==> src/rtl/lag_pkg.sv <==
// Shared types for the flash-to-photodiode latency meter.
package lag_pkg;
  localparam int SYNC_STAGES = 2;
  localparam int LINE_W      = 12;
  localparam int MAX_CNT_W   = 32;

  typedef enum logic [1:0] {IDLE, ARM, MEASURE, DONE} state_t;

  // cycles is sized for the widest counter; the top keeps only CNT_W bits
  typedef struct packed {
    logic [MAX_CNT_W-1:0] cycles;
    logic [LINE_W-1:0]    line;
    logic                 timeout;
    logic                 stuck;
  } result_t;
endpackage

==> src/rtl/sensor_sync_debounce.sv <==
// Photodiode input: 2-FF synchroniser, polarity normalise, run-length debounce.
module sensor_sync_debounce
  import lag_pkg::*;
#(
  parameter int DEBOUNCE           = 16,
  parameter bit SENSOR_ACTIVE_HIGH = 1'b1
) (
  input  logic clk,
  input  logic reset,
  input  logic sensor_in,
  output logic det
);
  localparam int RW = $clog2(DEBOUNCE + 1);

  logic [SYNC_STAGES-1:0] sync;
  logic                   active;
  logic [RW-1:0]          run;

  // reset the chain to the inactive level so either polarity starts undetected
  always_ff @(posedge clk) begin
    if (reset) sync <= {SYNC_STAGES{~SENSOR_ACTIVE_HIGH}};
    else       sync <= {sync[SYNC_STAGES-2:0], sensor_in};
  end

  assign active = SENSOR_ACTIVE_HIGH ? sync[SYNC_STAGES-1] : ~sync[SYNC_STAGES-1];

  always_ff @(posedge clk) begin
    if (reset || !active) begin
      run <= '0;
      det <= 1'b0;
    end else if (run == RW'(DEBOUNCE - 1)) begin
      det <= 1'b1;
    end else begin
      run <= run + RW'(1);
    end
  end
endmodule

==> src/rtl/flash_lag_meter.sv <==
// Flashes the screen white for FLASH_FRAMES frames and times the first
// active flash pixel to photodiode detection in clk cycles.
module flash_lag_meter
  import lag_pkg::*;
#(
  parameter int             CNT_W              = 24,
  parameter int             FLASH_FRAMES       = 2,
  parameter int             DEBOUNCE           = 16,
  parameter logic [CNT_W-1:0] TIMEOUT_CYCLES   = CNT_W'(5_000_000),
  parameter bit             SENSOR_ACTIVE_HIGH = 1'b1
) (
  input  logic              clk,
  input  logic              reset,
  input  logic              hblank,
  input  logic              vblank,
  input  logic [LINE_W-1:0] vcnt,
  input  logic              start,
  input  logic              sensor_in,
  output logic              flash,
  output logic              busy,
  output logic              result_valid,
  output logic [CNT_W-1:0]  result_cycles,
  output logic [LINE_W-1:0] result_line,
  output logic              timeout,
  output logic              sensor_stuck
);
  localparam logic [CNT_W-1:0] TO_LAST = TIMEOUT_CYCLES - CNT_W'(1);

  state_t           state, state_n;
  logic             det, vblank_q, fs, to_hit;
  logic             flash_on, got, res_valid;
  logic [CNT_W-1:0] cnt;
  logic [3:0]       frame_cnt;
  result_t          res;
  logic             unused_res;

  sensor_sync_debounce #(
    .DEBOUNCE          (DEBOUNCE),
    .SENSOR_ACTIVE_HIGH(SENSOR_ACTIVE_HIGH)
  ) u_sync (
    .clk      (clk),
    .reset    (reset),
    .sensor_in(sensor_in),
    .det      (det)
  );

  assign fs     = vblank_q & ~vblank;
  assign to_hit = (cnt == TO_LAST) & ~det & ~got;

  always_comb begin
    state_n = state;
    case (state)
      IDLE, DONE: if (start) state_n = det ? DONE : ARM;
      ARM:        if (fs) state_n = MEASURE;
      MEASURE:    if ((got && !flash_on) || to_hit) state_n = DONE;
      default:    state_n = IDLE;
    endcase
  end

  always_ff @(posedge clk) begin
    if (reset) begin
      state     <= IDLE;
      vblank_q  <= 1'b0;
      cnt       <= '0;
      frame_cnt <= '0;
      flash_on  <= 1'b0;
      got       <= 1'b0;
      res_valid <= 1'b0;
      res       <= '0;
    end else begin
      state    <= state_n;
      vblank_q <= vblank;
      case (state)
        IDLE, DONE: if (start) begin
          res_valid   <= 1'b0;
          res.timeout <= 1'b0;
          res.stuck   <= 1'b0;
          if (det) begin
            res_valid  <= 1'b1;
            res.stuck  <= 1'b1;
            res.cycles <= '0;
            res.line   <= '0;
          end
        end
        ARM: if (fs) begin
          cnt       <= '0;
          frame_cnt <= '0;
          flash_on  <= 1'b1;
          got       <= 1'b0;
        end
        MEASURE: begin
          if (cnt != TIMEOUT_CYCLES) cnt <= cnt + CNT_W'(1);
          // flash_on drops on the fs that would begin frame FLASH_FRAMES+1
          if (fs) begin
            frame_cnt <= frame_cnt + 4'd1;
            if (frame_cnt == 4'(FLASH_FRAMES - 1)) flash_on <= 1'b0;
          end
          if (det && !got) begin
            got        <= 1'b1;
            res.cycles <= MAX_CNT_W'(cnt);
            res.line   <= vcnt;
          end else if (to_hit) begin
            res.timeout <= 1'b1;
            res.cycles  <= MAX_CNT_W'(TIMEOUT_CYCLES);
            res_valid   <= 1'b1;
            flash_on    <= 1'b0;
          end
          if (got && !flash_on) res_valid <= 1'b1;
        end
        default: ;
      endcase
    end
  end

  assign flash         = flash_on & ~hblank & ~vblank;
  assign busy          = (state == ARM) || (state == MEASURE);
  assign result_valid  = res_valid;
  assign result_cycles = res.cycles[CNT_W-1:0];
  assign result_line   = res.line;
  assign timeout       = res.timeout;
  assign sensor_stuck  = res.stuck;
  assign unused_res    = |res.cycles;
endmodule

==> config.mk <==
export PLATFORM = sky130hd
export DESIGN_NAME = flash_lag_meter
export DESIGN_NICKNAME = d
export VERILOG_FILES = /design/src/rtl/lag_pkg.sv /design/src/rtl/sensor_sync_debounce.sv /design/src/rtl/flash_lag_meter.sv
export SDC_FILE = /design/constraint.sdc
export NUM_CORES = 1
export LEC_CHECK = 0
export CORE_MARGIN = 1.5
export CORE_UTILIZATION = 35
export CTS_CLUSTER_DIAMETER = 120
export DETAILED_ROUTE_END_ITERATION = 10
export DONT_BUFFER_PORTS = 1
export GPL_ROUTABILITY_DRIVEN = 0
export PLACE_DENSITY = 0.51
export RECOVER_POWER = 25
export SLEW_MARGIN = 10
export SYNTH_ARGS = -nofsm -noshare
export SYNTH_HDL_FRONTEND = slang
export SYNTH_SLANG_ARGS = --single-unit
==> constraint.sdc <==
create_clock -name clk -period 4.65 [get_ports clk]
set_clock_uncertainty 0.2 [all_clocks]
set_input_delay 0.93 -clock clk [delete_from_list [all_inputs] [get_ports clk]]
set_output_delay 0.93 -clock clk [all_outputs]
set_load 0.01 [all_outputs]
==> impl_metrics.ini <==
[clocking]
clk_pin_slew_ns = 0.08
cts_root_buffer = clkbuf_8
cts_made_buffers = 9
tritoncts = done
postCtsHoldBufs = 0
clkLatencyLatePin_ns = 0.35
clock-sinks = 80
postCtsSetupBuffers = 0
cts_resized = 0
clockBufferDepth = 2
htreeDepth = 3

[global_route]
grt_usage_pct = 16.0
grt_pass1_wl_mm = 12.8
antenna_found_initial = 0
overflow = 0
grt_pass1_vias = 2503
grt_max_degree = 32

[critical_path]
required_ns = 4.73
cp-end-kind = flip-flop
ff2ff_setup_slack_ns = 1.90
critical_path.endpoint = cnt[23]$_SDFFE_PP0P_
critPathKind = flip-flop to flip-flop
r2r-end = cnt[23]$_SDFFE_PP0P_
critPathLaunchType = flip-flop
crit_fanout = 12
worst-path-stages = 7
startpoint = state[0]$_SDFFE_PP0P_
path_delay_family = simple AND/OR/NAND/NOR gates
reg2reg_from = state[0]$_SDFFE_PP0P_
rr_worst_depth = 7
cp_data_arrival_time_ns = 2.83
crit_buf_inv = 1
cpPeakStageDelay_ns = 0.60
crit_slowest_cell = or4b_2
path_cells = inv_1, ha_1, nand2b_1, a2111o_1, nor2_1, or4b_2, a21oi_1

[synth]
synthTopCellsByArea = dfxtp_1, nor2_1, a22o_1
synth_area_sq_um = 3390
synthesis.nets = 393
synthCells = 367
yosysMostFrequentCell = dfxtp_1
synth_top_family_by_area = simple AND/OR/NAND/NOR gates
synth_xor_area_share_pct = 3.88
synth-adder-area-share_pct = 2.95
syn_avg_cell_area_sq_um = 9.24
ys_warn_count = 0
synthSimpleGateAreaFrac_pct = 22.1
yosys-top-cells-count = dfxtp_1, nor2_1, nand2_1
synth_compound_area_share_pct = 19.3
synth_top_cell_by_area = dfxtp_1
synthDistinctLibCells = 53
synth.area.mux_share_pct = 0.591
synth-edff-count = 0
synthArstFlopShare_pct = 0
ys_ff_latch = 80
synth_ff_type = dfxtp_1
yosysSeqAreaShare_pct = 47.2
synth_top_area_share_pct = 47.2

[detailed_routing]
drcViolationCount = 0
first_iter_violations = 115
first_pass_iters = 4
via_per_inst = 5.35
vias = 2657
routed_wl_mm = 7.85
wl_per_cell_um = 15.8
ant_nets = 0

[sta]
worst_slack_ns = 1.90
slew_violations = 0
worst_pin_slew_ns = 1.16
hold_viol_final = 0
relSlewSlack_pct = 22.2
rsz0062_at_grt = no
period_share_pct = 59.2
timing.fmax_mhz = 363
finalCriticalPeriod_ns = 2.75
fin_setup_tns_ns = 0
setup_viol = 0

[power]
totalPowerFinal_mw = 1.57
peakVddDrop_uv = 178
power_density_nw_per_um2 = 421
leakagePower_nw = 1.26

[placed_design]
dp_slack_ns = 1.78
place.port_buffers = 0
hpwl_mm = 5.48

[cells_and_area]
seq_area_sq_um = 1600
diodes = 0
multi_input_area_sq_um = 1660
syn2layout_area_growth_pct = 9.86
layout-drive-gt1-share_pct = 9.51
fillCellCount = 955
final_nets = 389

[hold_path]
hp-class = flip-flop to flip-flop

[die]
start_util_pct = 36.3
die_h_um = 101
ioPinCount = 59
fp.dieW_um = 101
rows = 35
core_sq_um = 9330
die_area_sq_um = 10300

[job]
cap_violations = 0

[status]
status = completed
==> registers in the layout (all words and copies together) (netlist names) <==
register,flops
cnt,24
u_sync.sync,2
vblank_q,1
result_cycles,24
got,1
sensor_stuck,1
result_line,12
u_sync.run,5
result_valid,1
u_sync.det,1
frame_cnt,4
flash_on,1
timeout,1
state,2
==> where the power goes <==
part	switching, mW	internal [mW]	total [mW]
registers	0.0186	0.703	0.722
clock network	0.254	0.355	0.609
logic	0.159	0.0777	0.237
total	0.431	1.14	1.57
==> through the flow <==
stage                     util, %  hold WS (ns)  std cells  area [sq um]
final                        39.9         0.241        497          3720
after global routing         39.9         0.261        497          3720
after CTS                    39.9         0.242        497          3720
after detailed placement     37.4         0.220        481          3490
after global placement       37.4         0.216        481          3490
after floorplan                 -         0.214        367          3390
==> placed cells by master, fill, tap and decap left out, types with 9 or more instances in the layout <==
master,Yosys,routed
dfxtp_1,80,80
nor2_1,49,49
nand2_1,25,25
a21oi_1,19,19
a22o_1,15,15
inv_1,14,14
a22oi_1,12,12
nand3_1,11,11
xnor2_1,11,11
clkbuf_8,0,9
==> cells by family after synthesis <==
| logic type | after synthesis |
|---|---|
| simple gates | 145 |
| compound gates | 86 |
| flops | 80 |
| buf+inv | 31 |
| mux | 2 |
| fa+ha+maj | 8 |
| xor+xnor | 15 |
==> layout make-up <==
class	instances	share of cell area (%)
sequential	80	43.0
inverter	14	1.41
clock inverter	6	2.89
multi-input combinational	256	44.5
timing repair buffer	2	0.403
clock buffer	10	3.43
tap	129	4.33
==> per-layer routing <==
metal  vias up  track usage (%)  wire length [um]
met5         -                0                 0
met4         0             5.98               108
met3         9             4.83               377
met2        49             24.3              3590
met1      1266             21.6              3780
li1       1333                -                 -
==> how the worst min path moves through the flow <==
stage,from,end,slack [ns],depth (start not counted)
2_1_floorplan,u_sync.sync[0]$_SDFF_PP0_,u_sync.sync[1]$_SDFF_PP0_,0.21,1
3_3_place_gp,u_sync.sync[0]$_SDFF_PP0_,u_sync.sync[1]$_SDFF_PP0_,0.22,1
3_5_place_dp,u_sync.sync[0]$_SDFF_PP0_,u_sync.sync[1]$_SDFF_PP0_,0.22,1
4_1_cts,u_sync.sync[0]$_SDFF_PP0_,u_sync.sync[1]$_SDFF_PP0_,0.24,1
5_1_grt,u_sync.sync[0]$_SDFF_PP0_,u_sync.sync[1]$_SDFF_PP0_,0.26,1
6_report,u_sync.sync[0]$_SDFF_PP0_,u_sync.sync[1]$_SDFF_PP0_,0.24,1
(Power assumes the default switching activity.)
